File: src/rtl/merge_sorter_pass_scheduler.sv
// merge_sorter_pass_scheduler
// Sequences the merge phase of the merge sorter. After the chunk stage has
// written sorted runs of CHUNK_SIZE into bank 0, this block issues one merge
// command per run pair, pass by pass. Each pass doubles the run width and
// flips the source bank. When all passes are done it reports the bank that
// holds the sorted result.
//
// Ports:
//   clock_i, reset_ni    - clock, asynchronous active-low reset
//   start_i              - pulse; latches data_length_i
//   data_length_i        - element count, 0..MAX_SORT_LENGTH
//   chunks_ready_i       - pulse; chunk runs are present in bank 0
//   merge_valid_o/_ready_i - merge command handshake
//   merge_a_base_o       - run A start (run B follows run A; destination base = A base)
//   merge_a_length_o     - run A length
//   merge_b_length_o     - run B length (0 = copy run A only)
//   merge_src_bank_o     - bank read by the engine
//   merge_last_pass_o    - command belongs to the final pass
//   merge_done_i         - pulse; the engine finished the accepted command
//   busy_o, done_o       - activity flag and completion pulse
//   result_bank_o        - bank holding the sorted data, held until the next done
module merge_sorter_pass_scheduler #(
  parameter int unsigned MAX_SORT_LENGTH = 256,
  parameter int unsigned CHUNK_SIZE      = 8,
  localparam int unsigned LW = $clog2(MAX_SORT_LENGTH) + 1,
  localparam int unsigned AW = $clog2(MAX_SORT_LENGTH)
) (
  input  logic          clock_i,
  input  logic          reset_ni,
  input  logic          start_i,
  input  logic [LW-1:0] data_length_i,
  input  logic          chunks_ready_i,
  output logic          merge_valid_o,
  input  logic          merge_ready_i,
  output logic [AW-1:0] merge_a_base_o,
  output logic [LW-1:0] merge_a_length_o,
  output logic [LW-1:0] merge_b_length_o,
  output logic          merge_src_bank_o,
  output logic          merge_last_pass_o,
  input  logic          merge_done_i,
  output logic          busy_o,
  output logic          done_o,
  output logic          result_bank_o
);

  // One extra bit so base + 2W never wraps at MAX_SORT_LENGTH.
  localparam int unsigned XW = LW + 1;
  localparam logic [XW-1:0] ChunkLen = XW'(CHUNK_SIZE);

  typedef enum logic [2:0] {
    StIdle, StWaitChunks, StIssue, StWaitMerge, StNext, StDone
  } state_e;

  state_e state_q, state_d;

  logic [XW-1:0] len_q, len_d;
  logic [XW-1:0] width_q, width_d;
  logic [XW-1:0] base_q, base_d;
  logic          bank_q, bank_d;

  logic [AW-1:0] a_base_q;
  logic [LW-1:0] a_len_q, b_len_q;
  logic          src_bank_q, last_pass_q, result_bank_q;

  logic [XW-1:0] width2_q, next_base;
  logic [XW-1:0] rem_a, end_a, rem_b, a_len_n, b_len_n;
  logic          last_n;
  logic          enter_issue, enter_done;
  logic          unused_bits;

  assign width2_q  = width_q << 1;
  assign next_base = base_q + width2_q;

  // State register
  always_ff @(posedge clock_i or negedge reset_ni) begin
    if (!reset_ni) state_q <= StIdle;
    else           state_q <= state_d;
  end

  // Next-state and pass bookkeeping
  always_comb begin
    state_d = state_q;
    len_d   = len_q;
    width_d = width_q;
    base_d  = base_q;
    bank_d  = bank_q;
    unique case (state_q)
      StIdle: begin
        if (start_i) begin
          state_d = StWaitChunks;
          len_d   = XW'(data_length_i);
          width_d = ChunkLen;
          base_d  = '0;
          bank_d  = 1'b0;
        end
      end
      StWaitChunks: begin
        if (chunks_ready_i) state_d = (len_q > ChunkLen) ? StIssue : StDone;
      end
      StIssue: begin
        if (merge_ready_i) state_d = StWaitMerge;
      end
      StWaitMerge: begin
        if (merge_done_i) state_d = StNext;
      end
      StNext: begin
        if (next_base < len_q) begin
          base_d  = next_base;
          state_d = StIssue;
        end else begin
          // Pass complete: runs are twice as wide and now live in the other bank.
          bank_d  = ~bank_q;
          width_d = width2_q;
          base_d  = '0;
          state_d = (width2_q < len_q) ? StIssue : StDone;
        end
      end
      StDone:  state_d = StIdle;
      default: state_d = StIdle;
    endcase
  end

  // Command fields derived from the values the FSM is about to issue with.
  always_comb begin
    rem_a   = len_d - base_d;
    a_len_n = (width_d < rem_a) ? width_d : rem_a;
    end_a   = base_d + width_d;
    rem_b   = len_d - end_a;
    if (len_d > end_a) b_len_n = (width_d < rem_b) ? width_d : rem_b;
    else               b_len_n = '0;
    last_n  = ((width_d << 1) >= len_d);
  end

  assign enter_issue = (state_d == StIssue) && (state_q != StIssue);
  assign enter_done  = (state_d == StDone) && (state_q != StDone);

  // Lengths never exceed MAX_SORT_LENGTH and bases stay below it.
  assign unused_bits = ^{a_len_n[XW-1], b_len_n[XW-1], base_d[XW-1:AW]};

  always_ff @(posedge clock_i or negedge reset_ni) begin
    if (!reset_ni) begin
      len_q         <= '0;
      width_q       <= '0;
      base_q        <= '0;
      bank_q        <= 1'b0;
      a_base_q      <= '0;
      a_len_q       <= '0;
      b_len_q       <= '0;
      src_bank_q    <= 1'b0;
      last_pass_q   <= 1'b0;
      result_bank_q <= 1'b0;
    end else begin
      len_q   <= len_d;
      width_q <= width_d;
      base_q  <= base_d;
      bank_q  <= bank_d;
      if (enter_issue) begin
        a_base_q    <= base_d[AW-1:0];
        a_len_q     <= a_len_n[LW-1:0];
        b_len_q     <= b_len_n[LW-1:0];
        src_bank_q  <= bank_d;
        last_pass_q <= last_n;
      end
      if (enter_done) result_bank_q <= bank_d;
    end
  end

  // Outputs
  always_comb begin
    merge_valid_o     = (state_q == StIssue);
    busy_o            = (state_q != StIdle);
    done_o            = (state_q == StDone);
    merge_a_base_o    = a_base_q;
    merge_a_length_o  = a_len_q;
    merge_b_length_o  = b_len_q;
    merge_src_bank_o  = src_bank_q;
    merge_last_pass_o = last_pass_q;
    result_bank_o     = result_bank_q;
  end

endmodule
File: config.mk
export PLATFORM = sky130hd
export DESIGN_NAME = merge_sorter_pass_scheduler
export DESIGN_NICKNAME = d
export VERILOG_FILES = /design/src/rtl/merge_sorter_pass_scheduler.sv
export SDC_FILE = /design/constraint.sdc
export NUM_CORES = 1
export LEC_CHECK = 0
export ABC_CLOCK_PERIOD_IN_PS = 7000
export CAP_MARGIN = 20
export CORE_MARGIN = 4
export CORE_UTILIZATION = 47
export CTS_BUF_LIST = sky130_fd_sc_hd__clkbuf_4 sky130_fd_sc_hd__clkbuf_8
export CTS_CLUSTER_SIZE = 40
export DETAILED_ROUTE_END_ITERATION = 7
export PLACE_DENSITY_LB_ADDON = 0.3
export SETUP_SLACK_MARGIN = 0.4
export SYNTH_ARGS = -nofsm -noshare
export SYNTH_HDL_FRONTEND = slang
export SYNTH_SLANG_ARGS = --single-unit
export TNS_END_PERCENT = 30
File: constraint.sdc
create_clock -name clock_i -period 7 [get_ports clock_i]
set_input_delay 1.05 -clock clock_i [delete_from_list [all_inputs] [get_ports clock_i]]
set_output_delay 1.05 -clock clock_i [all_outputs]
set_load 0.02 [all_outputs]
==> metrics.md <==
| Metric | Value |
|---|---|
| Critical Path Start Type | `flip-flop` |
| Clock Path Buffers | `2` |
| Gr usage total | `around 25%` |
| Clock transition at path regs | `roughly 0.070 ns` |
| Min Clock Period, post-route | `~6.9 ns` |
| Maximum clock frequency | `roughly 140 MHz` |
| DP HPWL | `11.9 mm` |
| Grt ovf | `0` |
| Port Buffers | `46` |
| Slew Limit Fails | `0` |
| #FFs+latches synth | `63` |
| Post-route ant nets | `0` |
| Final nets | `between 700 and 800` |
| Syn nets | `690` |
| Worst hold margin | `roughly 0.48 ns` |
| Synth Flop Type | `dfrtp_1` |
| Yosys cell types | `62` |
| Residual DRC count | `1` |
| # H-tree levels | `3` |
| Critical path's slowest cell | `or3_4` |
| Crit path arrival time | `7.12 ns` |
| WL per Instance | `between 15 and 20 um` |
| Unrepaired setup endpoints after global routing | `true` |
| Die Span X | `around 110 um` |
| Initial DRC count | `251` |
| Vias in the first global route | `approximately 5000` |
| Initial Utilization | `slightly below 50%` |
| Die H | `around 110 um` |
| Crit path largest cell delay | `0.43 ns` |
| Antenna violations before repair | `0` |
| Syn Inst Count | `approximately 590` |
| Vias per cell | `between 5 and 6` |
| Top cells by area, synth | `dfrtp_1, ha_1, nand2_1` |
| Core box area | `approximately 11000 um^2` |
| Routed wire length | `~16 mm` |
| Synth Cell Area | `approximately 5200 um^2` |
| Worst skew pair latency | `around 0.36 ns` |
| Die area | `about 13000 um^2` |
| Area Growth Syn to Fin | `32.6%` |
| Number of flops mapped to enable cells by yosys | `0` |
| Slew margin rel. | `31.7%` |
| CTS Sinks | `63` |
| Total CTS buffers | `9` |
| Ports | `between 40 and 50` |
| Asr flop ratio synth | `100%` |
| Ant diodes | `0` |
| Yosys top cell by area | `dfrtp_1` |
| Row count | `38` |
| Failing checks | `DRC` |
| Via count | `4862` |
| Crit share post-route | `~100%` |
| Setup violators final | `0` |
| GPL Wtd Cong | `between 0.9 and 1` |
| Sequential share of the synthesized area | `a little under a third` |
| Share of layout cells above drive strength 1 | `between 20% and 30%` |
| Slew @ Worst Pin | `1.03 ns` |
| Max-Cap Viols | `0` |
| Clock root buffer | `clkbuf_8` |
| Status | `finished, violations left` |
| Largest net degree at the start of global routing | `64` |
| Critical path fanouts, max | `5` |
| Crit end category | `flip-flop` |
| Global-route wire length before repair | `25.5 mm` |
| Avg Cell Area, Syn | `roughly 8.8 um^2` |
| Required @ worst endpoint | `about 7.2 ns` |
| HP Class | `reg2reg` |
| Final hold vios | `0` |
| Setup CP Type | `reg2reg` |
| TritonCTS clock tree | `done` |
| Fill count | `slightly above 900` |
| Final worst clock skew | `around 0.011 ns` |
| Synth warn | `0` |
| Share of Yosys cell area claimed by the top area cell type | `a little under a third` |
| DR pass1 iterations | `7` |
[area by class of cell]
cell class              instances  area, um^2  share of cell area, %
multi-input cells             460        3820                   55.1
clock inverters                 3        42.5                  0.614
flip-flops and latches         63        1580                   22.7
inverters                      54         205                   2.96
clock buffers                  12         159                   2.29
well taps                     140         175                   2.53
repair buffers                110         951                   13.7
[placed cells by master, fill, tap and decap left out, types with 5 or more instances in the layout]
master and n:
o21bai_1 6, clkdlybuf4s50_1 45, ha_1 65, ha_4 10, o21ai_1 9, nor3_1 9
inv_2 5, o21ai_0 20, mux2i_1 17, xor2_1 10, buf_4 61, o21a_1 6
nor2_1 47, inv_1 48, nand2_1 59, dfrtp_1 63, nand2_2 5, a21oi_1 26
a21o_1 12, mux2_2 5, nor2b_1 6, a21oi_2 8, o31ai_1 8, xnor2_1 17
nand4_1 5, ha_2 5, xnor2_2 5, a211o_1 5, nand2b_1 9, clkbuf_8 11
[metal layers]
layer	track usage (%)	wire length, um	vias to the layer above
li1	-	-	2289
met1	33.6	6940	2339
met2	41.5	7620	169
met3	4.19	884	65
met4	10.5	715	0
met5	0	0	-
[repair_timing]
action | 4_1_cts | 5_1_grt
pin swaps | 32 | 44
setup endpoints to repair | 18 | 18
resized for setup | 42 | 53
hold buffers | 0 | 0
gates cloned | 1 | 0
setup buffers | 21 | 10
[path summary, 6_finish.rpt]
path                       depth (start not counted)                             from                              end  slack [ns]
setup / recovery                                  35             width_q[0]$_DFF_PN0_  merge_b_length_o[4]$_DFFE_PN0P_        0.07
hold / removal                                     2  merge_b_length_o[3]$_DFFE_PN0P_  merge_b_length_o[3]$_DFFE_PN0P_        0.48
setup reg to reg                                  35             width_q[0]$_DFF_PN0_  merge_b_length_o[4]$_DFFE_PN0P_        0.07
hold reg to reg                                    2  merge_b_length_o[3]$_DFFE_PN0P_  merge_b_length_o[3]$_DFFE_PN0P_        0.48
max in group asynchronous                          2                         reset_ni  merge_b_length_o[0]$_DFFE_PN0P_        5.58
min in group asynchronous                          2                         reset_ni  merge_a_length_o[4]$_DFFE_PN0P_        0.85
[flip-flops by register name, indices dropped and copies added, names as in the netlist]
signal	flops
state_q	3
result_bank_o	1
merge_b_length_o	9
merge_last_pass_o	1
len_q	10
merge_a_base_o	8
merge_src_bank_o	1
bank_q	1
base_q	10
width_q	10
merge_a_length_o	9
[cell usage after synthesis (2+ instances only)]
master / instances
buf_1: 3
o21ai_0: 32
and3_1: 3
nand3_1: 5
nor2b_1: 8
xnor2_1: 23
nor4b_1: 2
buf_2: 4
nor2_1: 50
a211oi_1: 4
or2_2: 2
a221o_1: 2
and3b_1: 2
a21o_1: 12
nand2_1: 63
o31a_1: 2
clkbuf_1: 7
nand2b_1: 9
mux2i_1: 20
and2_1: 6
nand4_1: 5
nor3_1: 12
a31oi_1: 3
fa_1: 3
mux2_2: 5
a22oi_1: 4
xor2_1: 12
dfrtp_1: 63
a21oi_1: 35
inv_1: 53
ha_1: 80
o21a_1: 6
a211o_1: 6
nor4_1: 3
o31ai_1: 10
o22ai_1: 2
o21bai_1: 6
[worst max-delay path, delay by kind of cell (launching register included)]
family                   cells  cell delay [ns]
AO/OA/AOI/OAI               10             1.71
XOR/XNOR                     4             0.59
adder cells (fa/ha/maj)      7             2.06
buffers and inverters        3             0.29
flip-flops                   1             0.37
multiplexers                 1             0.25
AND/OR/NAND/NOR             10             1.49
[kinds of logic (layout without fill, tap and decap cells)]
| kind of cell | Yosys count | count (layout) | share of synthesized area, % |
|---|---|---|---|
| buffers and inverters | 69 | 179 | 5.20 |
| AND/OR/NAND/NOR | 179 | 179 | 16.1 |
| XOR/XNOR | 35 | 35 | 5.87 |
| flip-flops | 63 | 63 | 30.2 |
| multiplexers | 26 | 26 | 5.17 |
| AO/OA/AOI/OAI | 136 | 136 | 17.0 |
| adder cells (fa/ha/maj) | 84 | 84 | 20.5 |
[per-stage QoR]
stage	area, um^2	cells	setup WS, ns	setup TNS (ns)	utilization (%)
floorplan	5280	592	0.402	0	-
global placement	6070	795	0.0443	0	56.0
global route	6930	842	-0.384	-2.94	63.9
detailed placement	6070	795	-0.0554	-0.160	56.0
CTS	6610	832	0.242	0	61.0
finish	6930	842	0.0668	0	63.9
Power is not shown: default switching activity piles up to over one toggle a cycle in this logic, so the estimate is an artifact.
